<file path="src/rtl/acc_seq_ctrl_pkg.sv">
// Shared accelerator constants: controller state encoding and datapath widths
// used by the beat accumulator and its lane adder tree.
package acc_seq_ctrl_pkg;

  typedef enum logic [1:0] {
    ST_IDLE  = 2'd0,
    ST_RUN   = 2'd1,
    ST_DRAIN = 2'd2,
    ST_DONE  = 2'd3
  } state_t;

  localparam int NUM_LANES   = 16;
  // Summing 16 lanes grows the result by log2(16) bits.
  localparam int TREE_GROWTH = 4;
  localparam int ACC_W       = 32;

endpackage

</file>
<file path="src/rtl/acc_seq_ctrl_adder.sv">
// Purely combinational 16-lane signed adder tree; output is
// PRECISION_ADDER+TREE_GROWTH bits wide so no lane sum can overflow.
module acc_16_adder
  import acc_seq_ctrl_pkg::*;
#(
  parameter int PRECISION_ADDER = 16
) (
  input  logic [PRECISION_ADDER*NUM_LANES-1:0]        lanes,
  output logic signed [PRECISION_ADDER+TREE_GROWTH-1:0] sum
);

  localparam int SW = PRECISION_ADDER + TREE_GROWTH;

  logic signed [SW-1:0] lvl0 [NUM_LANES];
  logic signed [SW-1:0] lvl1 [8];
  logic signed [SW-1:0] lvl2 [4];
  logic signed [SW-1:0] lvl3 [2];

  genvar gi;
  generate
    for (gi = 0; gi < NUM_LANES; gi++) begin : g_ext
      assign lvl0[gi] = {{TREE_GROWTH{lanes[(gi+1)*PRECISION_ADDER-1]}},
                         lanes[(gi+1)*PRECISION_ADDER-1 -: PRECISION_ADDER]};
    end
    for (gi = 0; gi < 8; gi++) begin : g_l1
      assign lvl1[gi] = lvl0[2*gi] + lvl0[2*gi+1];
    end
    for (gi = 0; gi < 4; gi++) begin : g_l2
      assign lvl2[gi] = lvl1[2*gi] + lvl1[2*gi+1];
    end
    for (gi = 0; gi < 2; gi++) begin : g_l3
      assign lvl3[gi] = lvl2[2*gi] + lvl2[2*gi+1];
    end
  endgenerate

  assign sum = lvl3[0] + lvl3[1];

endmodule

</file>
<file path="src/rtl/acc_seq_ctrl.sv">
// Job-based accumulator: accepts a beat count, sums the 16-lane tree result of
// every input beat into a 32-bit accumulator, and presents the job total.
module acc_seq_ctrl
  import acc_seq_ctrl_pkg::*;
#(
  parameter int PRECISION_ADDER = 16,
  parameter int LEN_W           = 8
) (
  input  logic                                 clk,
  input  logic                                 rst,
  input  logic                                 clr,
  input  logic                                 cfg_valid,
  output logic                                 cfg_ready,
  input  logic [LEN_W-1:0]                     cfg_beats,
  input  logic                                 in_valid,
  output logic                                 in_ready,
  input  logic [PRECISION_ADDER*NUM_LANES-1:0] in_data,
  output logic                                 out_valid,
  input  logic                                 out_ready,
  output logic signed [ACC_W-1:0]              out_data,
  output logic                                 busy
);

  localparam int TW = PRECISION_ADDER + TREE_GROWTH;

  state_t                 state;
  state_t                 state_next;
  logic [LEN_W-1:0]       beats_left;
  logic signed [TW-1:0]   tree_sum;
  logic signed [TW-1:0]   psum_q;
  logic                   psum_v;
  logic signed [ACC_W-1:0] acc;

  logic cfg_hs;
  logic in_hs;
  logic out_hs;
  logic last_beat;

  acc_16_adder #(
    .PRECISION_ADDER(PRECISION_ADDER)
  ) u_tree (
    .lanes(in_data),
    .sum  (tree_sum)
  );

  assign cfg_hs    = cfg_valid & cfg_ready;
  assign in_hs     = in_valid & in_ready;
  assign out_hs    = out_valid & out_ready;
  assign last_beat = in_hs && (beats_left == LEN_W'(1));

  always_ff @(posedge clk or posedge rst) begin
    if (rst) begin
      state <= ST_IDLE;
    end else if (clr) begin
      state <= ST_IDLE;
    end else begin
      state <= state_next;
    end
  end

  always_comb begin
    state_next = state;
    case (state)
      ST_IDLE:  if (cfg_hs)    state_next = ST_RUN;
      ST_RUN:   if (last_beat) state_next = ST_DRAIN;
      // The final beat's psum_q is always pending here, so it lands this cycle.
      ST_DRAIN: state_next = ST_DONE;
      ST_DONE:  if (out_hs)    state_next = ST_IDLE;
      default:  state_next = ST_IDLE;
    endcase
  end

  always_comb begin
    cfg_ready = 1'b0;
    in_ready  = 1'b0;
    out_valid = 1'b0;
    busy      = 1'b1;
    case (state)
      ST_IDLE: begin
        cfg_ready = 1'b1;
        busy      = 1'b0;
      end
      ST_RUN:  in_ready  = 1'b1;
      ST_DONE: out_valid = 1'b1;
      default: ;
    endcase
  end

  assign out_data = acc;

  always_ff @(posedge clk or posedge rst) begin
    if (rst) begin
      acc        <= '0;
      psum_q     <= '0;
      psum_v     <= 1'b0;
      beats_left <= '0;
    end else if (clr) begin
      acc        <= '0;
      psum_v     <= 1'b0;
      beats_left <= '0;
    end else begin
      psum_v <= in_hs;
      if (in_hs) begin
        psum_q <= tree_sum;
      end

      if (cfg_hs) begin
        beats_left <= (cfg_beats == '0) ? LEN_W'(1) : cfg_beats;
      end else if (in_hs) begin
        beats_left <= beats_left - LEN_W'(1);
      end

      if (cfg_hs) begin
        acc <= '0;
      end else if (psum_v) begin
        acc <= acc + ACC_W'(psum_q);
      end
    end
  end

endmodule

</file>
<file path="config.mk">
export PLATFORM = sky130hd
export DESIGN_NAME = acc_seq_ctrl
export DESIGN_NICKNAME = d
export VERILOG_FILES = /design/src/rtl/acc_seq_ctrl_pkg.sv /design/src/rtl/acc_seq_ctrl_adder.sv /design/src/rtl/acc_seq_ctrl.sv
export SDC_FILE = /design/constraint.sdc
export NUM_CORES = 1
export LEC_CHECK = 0
export ABC_AREA = 0
export CAP_MARGIN = 40
export CORE_ASPECT_RATIO = 0.6
export CORE_MARGIN = 3
export CORE_UTILIZATION = 48
export CTS_CLUSTER_SIZE = 14
export DETAILED_ROUTE_END_ITERATION = 6
export GPL_ROUTABILITY_DRIVEN = 1
export PLACE_DENSITY = 0.8
export SLEW_MARGIN = 20
export SYNTH_ARGS = -nofsm -noshare
export SYNTH_HDL_FRONTEND = slang
export SYNTH_SLANG_ARGS = --single-unit
export TNS_END_PERCENT = 50
</file>
<file path="constraint.sdc">
create_clock -name clk -period 2.4 [get_ports clk]
set_input_delay 0.48 -clock clk [delete_from_list [all_inputs] [get_ports clk]]
set_output_delay 0.48 -clock clk [all_outputs]
set_load 0.01 [all_outputs]
</file>
=== After elaboration in Yosys (flattened, before gate mapping) ===
Index checks and enable logic that the tools add are counted.

* Flip-flop bits (word level): 63
* Latch bits: 0
* Bits in writable memories: 0
* Memory bits (read-only): 0
* Output and inout bits: 36
* Word-level logic and storage cells: 57
* Memories kept: 0

* Add/sub/neg operators: 17
* $mul: 0
* Divide/modulo/power cells: 0
* Magnitude comparators: 0
* Equal/unequal tests: 7
* Shift-type cells: 0
* Multiplexer cells: 17
* Bitwise operators: 4
* Reductions and logical operators: 7

{| class="wikitable"
|+ Operators by type and width
! operator !! count
|-
| adder 20 bit || 7
|-
| adder 16 x 16 -> 17 bit || 8
|-
| two-way mux 32 bit || 3
|-
| adder 32 x 20 -> 32 bit || 1
|-
| two-way mux 8 bit || 4
|-
| != test 3 bit, second input constant || 3
|-
| equality test 8 x 1 -> 1 bit, second input constant || 1
|-
| zero test 8 bit || 1
|-
| two-way mux 2 bit || 4
|-
| one-hot mux 2 bit (4 select lines) || 1
|-
| subtractor 8 x 1 -> 8 bit, second input constant || 1
|-
| nonzero test 3 bit || 2
|-
| two-way mux 1 bit || 5
|-
| equality test 2 bit, second input constant || 2
|-
| AND 1 bit || 3
|-
| AND reduction 3 bit || 1
|-
| equality test 2 x 1 -> 1 bit, second input constant || 1
|-
| zero test 2 bit || 1
|-
| AND reduction 2 bit || 1
|-
| logical AND 1 bit || 1
|-
| NOT 1 bit || 1
|}

=== Logic depth before layout (Yosys ltp) ===
Gate-level depths: netlist of run 1.

* Depth after elaboration: 7
* Gate-level depth with buffers: 27

=== By module ===
Synthesis of run 1 repeated with hierarchy kept, for this count alone.

* Cell total of the unflattened synthesis: 1191
* Area total of the unflattened synthesis: 11337.1 um^2

{| class="wikitable"
|+ By module, submodules not included
! module !! times used !! cells each !! area each (um^2)
|-
| acc_16_adder || 1 || 745 || 7091.8
|-
| acc_seq_ctrl || 1 || 446 || 4245.3
|}

=== Least setup slack after synthesis of run 1 ===
No wires, ideal clock.

* Kind: input-to-reg
* Start point: in in_data[128]
* End point: reg psum_q[19]
* Library setup time: 0.133 ns
* Data arrival time: 5.889 ns
* Data required time: 2.267 ns
* Setup slack: -3.622 ns
* Stages: 27
* Path buffers: 0
* Cell sequence: ha_1 > inv_1 > fa_1 > nor2b_1 > o21ai_0 > a21oi_1 > o21ai_0 > a21oi_1 > and2_1 > o21ai_0 > a311oi_1 > fa_1 > inv_1 > fa_1 > fa_1 > inv_1 > fa_1 > inv_1 > ha_1 > nand2_1 > nor3_1 > a21oi_1 > o21ai_0 > nor4_1 > o41ai_1 > xnor2_1 > o21ai_0

* Cells in the longest elaborated chain, start to end: 4

{| class="wikitable"
|+ Ends and longest elaborated chain
! element !! RTL line !! source
|-
| start: declaration || acc_seq_ctrl.sv:17 || <nowiki>input logic [PRECISION_ADDER*NUM_LANES-1:0] in_data,</nowiki>
|-
| adder 16 x 16 -> 17 bit || acc_seq_ctrl_adder.sv:26 || <nowiki>assign lvl1[gi] = lvl0[2*gi] + lvl0[2*gi+1];</nowiki>
|-
| adder 20 bit || acc_seq_ctrl_adder.sv:29 || <nowiki>assign lvl2[gi] = lvl1[2*gi] + lvl1[2*gi+1];</nowiki>
|-
| adder 20 bit || acc_seq_ctrl_adder.sv:32 || <nowiki>assign lvl3[gi] = lvl2[2*gi] + lvl2[2*gi+1];</nowiki>
|-
| adder 20 bit || acc_seq_ctrl_adder.sv:36 || <nowiki>assign sum = lvl3[0] + lvl3[1];</nowiki>
|-
| end signal: assignment || acc_seq_ctrl.sv:104 || <nowiki>psum_q <= tree_sum;</nowiki>
|-
| end: declaration || acc_seq_ctrl.sv:30 || <nowiki>logic signed [TW-1:0] psum_q;</nowiki>
|}

Every way passes these cells.
A chain may end at the register's enable or synchronous reset.

=== Worst setup path after layout of run 1 ===
* Start point: in in_data[68]
* End point: reg psum_q[18]

The elaborated chain is that of the path after synthesis.

==> results of run 1 <==
synth_stat cells, drive strengths merged (11+ instances only):
cell,instances
inv,190
ha,185
a21oi,114
fa,114
nor2,114
nand2,90
xnor2,85
o21ai,78
dfrtp,63
xor2,44
nor3,40
a21o,39
nand3,39
a211oi,24
o21a,23
nor2b,22
o21bai,21
clkbuf,19
mux2i,17
or3,17
nand4,16
a31oi,15
and3,14
o31ai,13
and2,11
o211ai,11
logic make-up after synthesis:
family | after synthesis | synth area share
flops | 63 | 0.121
fa+ha+maj | 299 | 0.352
mux | 19 | 0.0148
compound gates | 417 | 0.216
buf+inv | 213 | 0.0614
xor+xnor | 129 | 0.0866
simple gates | 402 | 0.148
registers in the layout, indices dropped and copies added (netlist names):
| signal | cells |
|---|---|
| out_data | 32 |
| state | 2 |
| beats_left | 8 |
| psum_v | 1 |
| psum_q | 20 |
per-stage QoR:
step | utilization | TNS [ps] | setup WS, ps | instance area [sq um] | instances
CTS | 0.809 | -50900 | -3350 | 21500 | 2589
finish | 0.826 | -58250 | -3550 | 22000 | 2601
global placement | 0.728 | -66930 | -4010 | 19300 | 2518
floorplan | - | -47670 | -3210 | 13400 | 1542
global route | 0.826 | -61810 | -3660 | 22000 | 2600
detailed placement | 0.728 | -70020 | -4260 | 19300 | 2518
layout make-up:
type	instances	area share
multi-input combinational	1266	0.583
timing repair buffer	705	0.278
sequential	63	0.0719
inverter	190	0.0325
tap	360	0.0205
clock buffer	9	0.0103
clock inverter	7	0.00370
antenna	1	0.000114
final timing paths:
path / from / endpoint / slack [ps]
min in group asynchronous: rst / beats_left[0] / 510
worst min-delay path: psum_q[2] / psum_q[2] / 500
worst max-delay path: in_data[68] / psum_q[18] / -3550
max in group asynchronous: rst / out_data[19] / 1340
worst min register to register: psum_q[2] / psum_q[2] / 500
worst max register to register: out_data[2] / out_data[13] / -380
tightest hold or removal path: stages, from the launching register on:
cell and delay [ps]:
dfrtp_1 360, nand2_1 60, nand2_1 60
routing by layer:
| metal | track usage | vias up | wire length [um] |
|---|---|---|---|
| met5 | 0 | - | 13 |
| met4 | 0.0928 | 2 | 3370 |
| met3 | 0.0923 | 368 | 7010 |
| met2 | 0.600 | 1192 | 26800 |
| met1 | 0.468 | 7616 | 22000 |
| li1 | - | 6836 | - |
timing repair:
action                                  CTS  global route
endpoints found under the setup margin   40            39
resized for setup                       485            92
setup buffers                            64            15
pin swaps                               260            73
==> results_dict.tcl, run 1 <==
set metrics [dict create \
    synth_cell_types 75 \
    overflow 0 \
    cp_top_family "adder cells" \
    antenna_found_initial 1 \
    synth_edf_count 0 \
    crit_slowest_cell "fa_1" \
    drt_iter0_drc 1946 \
    slowest_delay_ps 580 \
    netlist_instances 1542 \
    ys_warn_count 0 \
    yosys.area.top_type_share 0.177 \
    postCtsHoldBufs 0 \
    max_freq_mhz 168 \
    numCtsBuffers 9 \
    io_pins 306 \
    cts_tree "yes" \
    crit_cells 21 \
    required_ps 2650 \
    violations "DRC, setup timing" \
    crit_arrival_ps 6190 \
    dp_hpwl_um 38900 \
    die-area_sq_mm 0.0293 \
    async_flop_share 1.00 \
    final_common_cell "buf_4" \
    critical_path.cell_chain "clkdlybuf4s50_1, ha_2, a21oi_1, o21bai_1, a21oi_1, xor2_1, fa_1, inv_1, fa_1, fa_1, inv_1, fa_1, inv_1, ha_4, or3_4, o21a_4, o31ai_4, o21ai_2, o21a_1, o21a_1, o31ai_1" \
    die_y_um 134 \
    drive_gt1_frac 0.355 \
    status "finished with violations" \
    final_nets 2804 \
    setup_viol 36 \
    maxCapViolations 0 \
    worstMarginPinSlew_ps 639 \
    cts_num_sinks 63 \
    final-hold-violation-count 0 \
    multi_input_area_sq_mm 0.0128 \
    final-max-slew-violation-count 0 \
    path_max_fanout 4 \
    synth_area_leader_cell "ha_1" \
    num_vias 16000 \
    syn-num-nets 2111 \
    rr_worst_depth 10 \
    first_pass_iters 7 \
    fin_worst_skew_ps 10.2 \
    grt_max_degree 37 \
    cp-start-kind "input pin" \
    core_sq_mm 0.0266 \
    synth-seq-area-share 0.121 \
    seqCellArea_sq_mm 0.00158 \
    io_buffers 305 \
    crit_top_cell "fa_1" \
    fillers 1395 \
    grt_pass1_wl_um 83500 \
    cts_buffer_depth 2 \
    wl_per_cell_um 22.8 \
    grt_use_total 0.360 \
    path_buf_inv 4 \
    initial_core_util 0.491 \
    fin_crit_ps 5950 \
    rsz0062_at_grt "yes" \
    routed_wl_um 59200 \
    grt_pass1_vias 15800 \
    worst_setup_path_end_kind "flop" \
    gp_congestion 0.975 \
    synth-main-ff-cell "dfrtp_1" \
    maxSlewHeadroom 0.574 \
    syn_to_final_growth_pct 68.2 \
    num_rows 46 \
    synthTopCellsByArea "ha_1 (18%), fa_1 (17%), dfrtp_1 (12%)" \
    avgSynthCellArea_sq_um 8.47 \
    root_buffer "clkbuf_16" \
    final_antenna_net_count 0 \
    crit_type "in -> reg" \
    viasPerCell 6.16 \
    hold_depth 2 \
    drc 3 \
    path_clk_slew_ps 70 \
    setup_ws_ps -3550 \
    final_cell_mix "buf_4 (370), clkdlybuf4s50_1 (224), inv_1 (155)" \
    synth_seq_cells 63 \
    min-delay-path-class "reg -> reg" \
    cts.htree.levels 3 \
    hold_slack_ps 504 \
    syn-cell-area_sq_mm 0.0131 \
    clk_latency_ps 350 \
    period_share 2.48 \
    chipWidth_um 219 \
]
Power of run 1 is left out: the tool's default activity adds up to more than one toggle a clock period on the data nets, which glitch-free logic cannot reach.
==> run 2: changes to the inputs <==
--- a/config.mk
+++ b/config.mk
@@ -8,7 +8,7 @@
 export ABC_AREA = 0
 export CAP_MARGIN = 40
 export CORE_ASPECT_RATIO = 0.6
-export CORE_MARGIN = 3
+export CORE_MARGIN = 4
 export CORE_UTILIZATION = 48
 export CTS_CLUSTER_SIZE = 14
 export DETAILED_ROUTE_END_ITERATION = 6
==> run 2 against run 1 <==
Compared with the run above: the run ends with setup timing left; non-clock buffer count grew 13; core utilization is 0.70 points higher; via count is 1.9% lower; highest routed layer is now met4.
==> results_dict.tcl, run 2 (synthesis gave the netlist of run 1 again) <==
set metrics [dict create \
    grt_pass1_vias 16100 \
    viasPerCell 6.01 \
    path_clk_slew_ps 50 \
    drc 0 \
    final-max-slew-violation-count 0 \
    initial_core_util 0.491 \
    max_freq_mhz 162 \
    io_pins 306 \
    maxSlewHeadroom 0.566 \
    path_max_fanout 3 \
    core_sq_mm 0.0266 \
    seqCellArea_sq_mm 0.00158 \
    final_common_cell "buf_4" \
    num_vias 15700 \
    gp_congestion 0.946 \
    largest_register_ffs 32 \
    fin_worst_skew_ps 9.47 \
    status "finished with violations" \
    setup_ws_ps -3760 \
    cts_num_sinks 63 \
    cts_buffer_depth 2 \
    worst_setup_path_end_kind "flop" \
    num_rows 46 \
    crit_arrival_ps 6380 \
    final-hold-violation-count 0 \
    antenna_found_initial 1 \
    required_ps 2620 \
    fillers 1432 \
    tns_ps -57210 \
    fin_crit_ps 6160 \
    cts_tree "yes" \
    setup_viol 35 \
    grt_use_total 0.353 \
    syn_to_final_growth_pct 69.7 \
    rsz0062_at_grt "yes" \
    dp_hpwl_um 41000 \
    drive_gt1_frac 0.365 \
    drt_iter0_drc 1530 \
    final_nets 2817 \
    chipWidth_um 221 \
    crit_type "in -> reg" \
    die-area_sq_mm 0.0300 \
    clk_latency_ps 340 \
    grt_max_degree 37 \
    final_antenna_net_count 0 \
    die_y_um 136 \
    crit_slowest_cell "fa_1" \
    violations "setup timing" \
    worstMarginPinSlew_ps 651 \
    cts.htree.levels 3 \
    grt_pass1_wl_um 85300 \
    slowest_delay_ps 520 \
    min-delay-path-class "in -> async" \
    postCtsHoldBufs 0 \
    multi_input_area_sq_mm 0.0129 \
    wl_per_cell_um 22.5 \
    routed_wl_um 58800 \
    overflow 0 \
    final_cell_mix "buf_4 (385), clkdlybuf4s50_1 (222), inv_1 (152)" \
    maxCapViolations 0 \
    first_pass_iters 6 \
    numCtsBuffers 9 \
    period_share 2.57 \
    cp-start-kind "input pin" \
    io_buffers 305 \
    root_buffer "clkbuf_16" \
]
## run 2: path summary, 6_finish.rpt
| check | start | endpoint | slack (ps) | cells past startpoint |
|---|---|---|---|---|
| max | in_data[128] | psum_q[17] | -3760 | 27 |
| min reg2reg | psum_q[3] | psum_q[3] | 500 | 2 |
| max reg2reg | psum_q[4] | out_data[30] | -290 | 9 |
| min | rst | psum_q[2] | 470 | 2 |
| max in group asynchronous | rst | out_data[25] | 1450 | 3 |
| min in group clk | psum_q[3] | psum_q[3] | 500 | 2 |
## run 2: per-stage QoR
step                utilization  hold slack (ps)  cells  cell area [sq um]  worst slack [ps]
floorplan                     -              450   1542              13400             -3210
global placement          0.730              468   2526              19400             -4000
detailed placement        0.730              484   2526              19400             -4200
CTS                       0.810              477   2604              21500             -3330
global route              0.833              507   2614              22100             -3920
finish                    0.833              466   2614              22100             -3760
## run 2: cell type report
cell class,count,area share
multi-input combinational,1266,0.584
timing repair buffer,718,0.280
sequential,63,0.0712
inverter,190,0.0322
tap,360,0.0203
clock buffer,13,0.0118
clock inverter,3,0.000791
antenna,1,0.000113
## run 2: critical path, delay by kind of cell
kind	cells	cell delay, ps
and+or+nand+nor	3	540
muxes	1	270
xor gates and xnor gates	2	420
AOI/OAI and AO/OA	8	1530
buffers and inverters	6	510
adders and majority gates	7	2630
## run 2: timing repair
item / 4_1_cts / 5_1_grt
gates resized for setup: 493 / 112
endpoints found under the setup margin: 37 / 37
gates cloned: 0 / 0
pin swaps: 274 / 121
buffers inserted: 76 / 21
## run 2: metal layers
| layer | vias to the layer above | routed length, um | GRT usage |
|---|---|---|---|
| met5 | - | 0 | 0 |
| met4 | 0 | 2080 | 0.0831 |
| met3 | 205 | 5670 | 0.0803 |
| met2 | 1000 | 27600 | 0.592 |
| met1 | 7647 | 23500 | 0.470 |
| li1 | 6860 | - | - |
Power of run 2 is left out for the same reason.
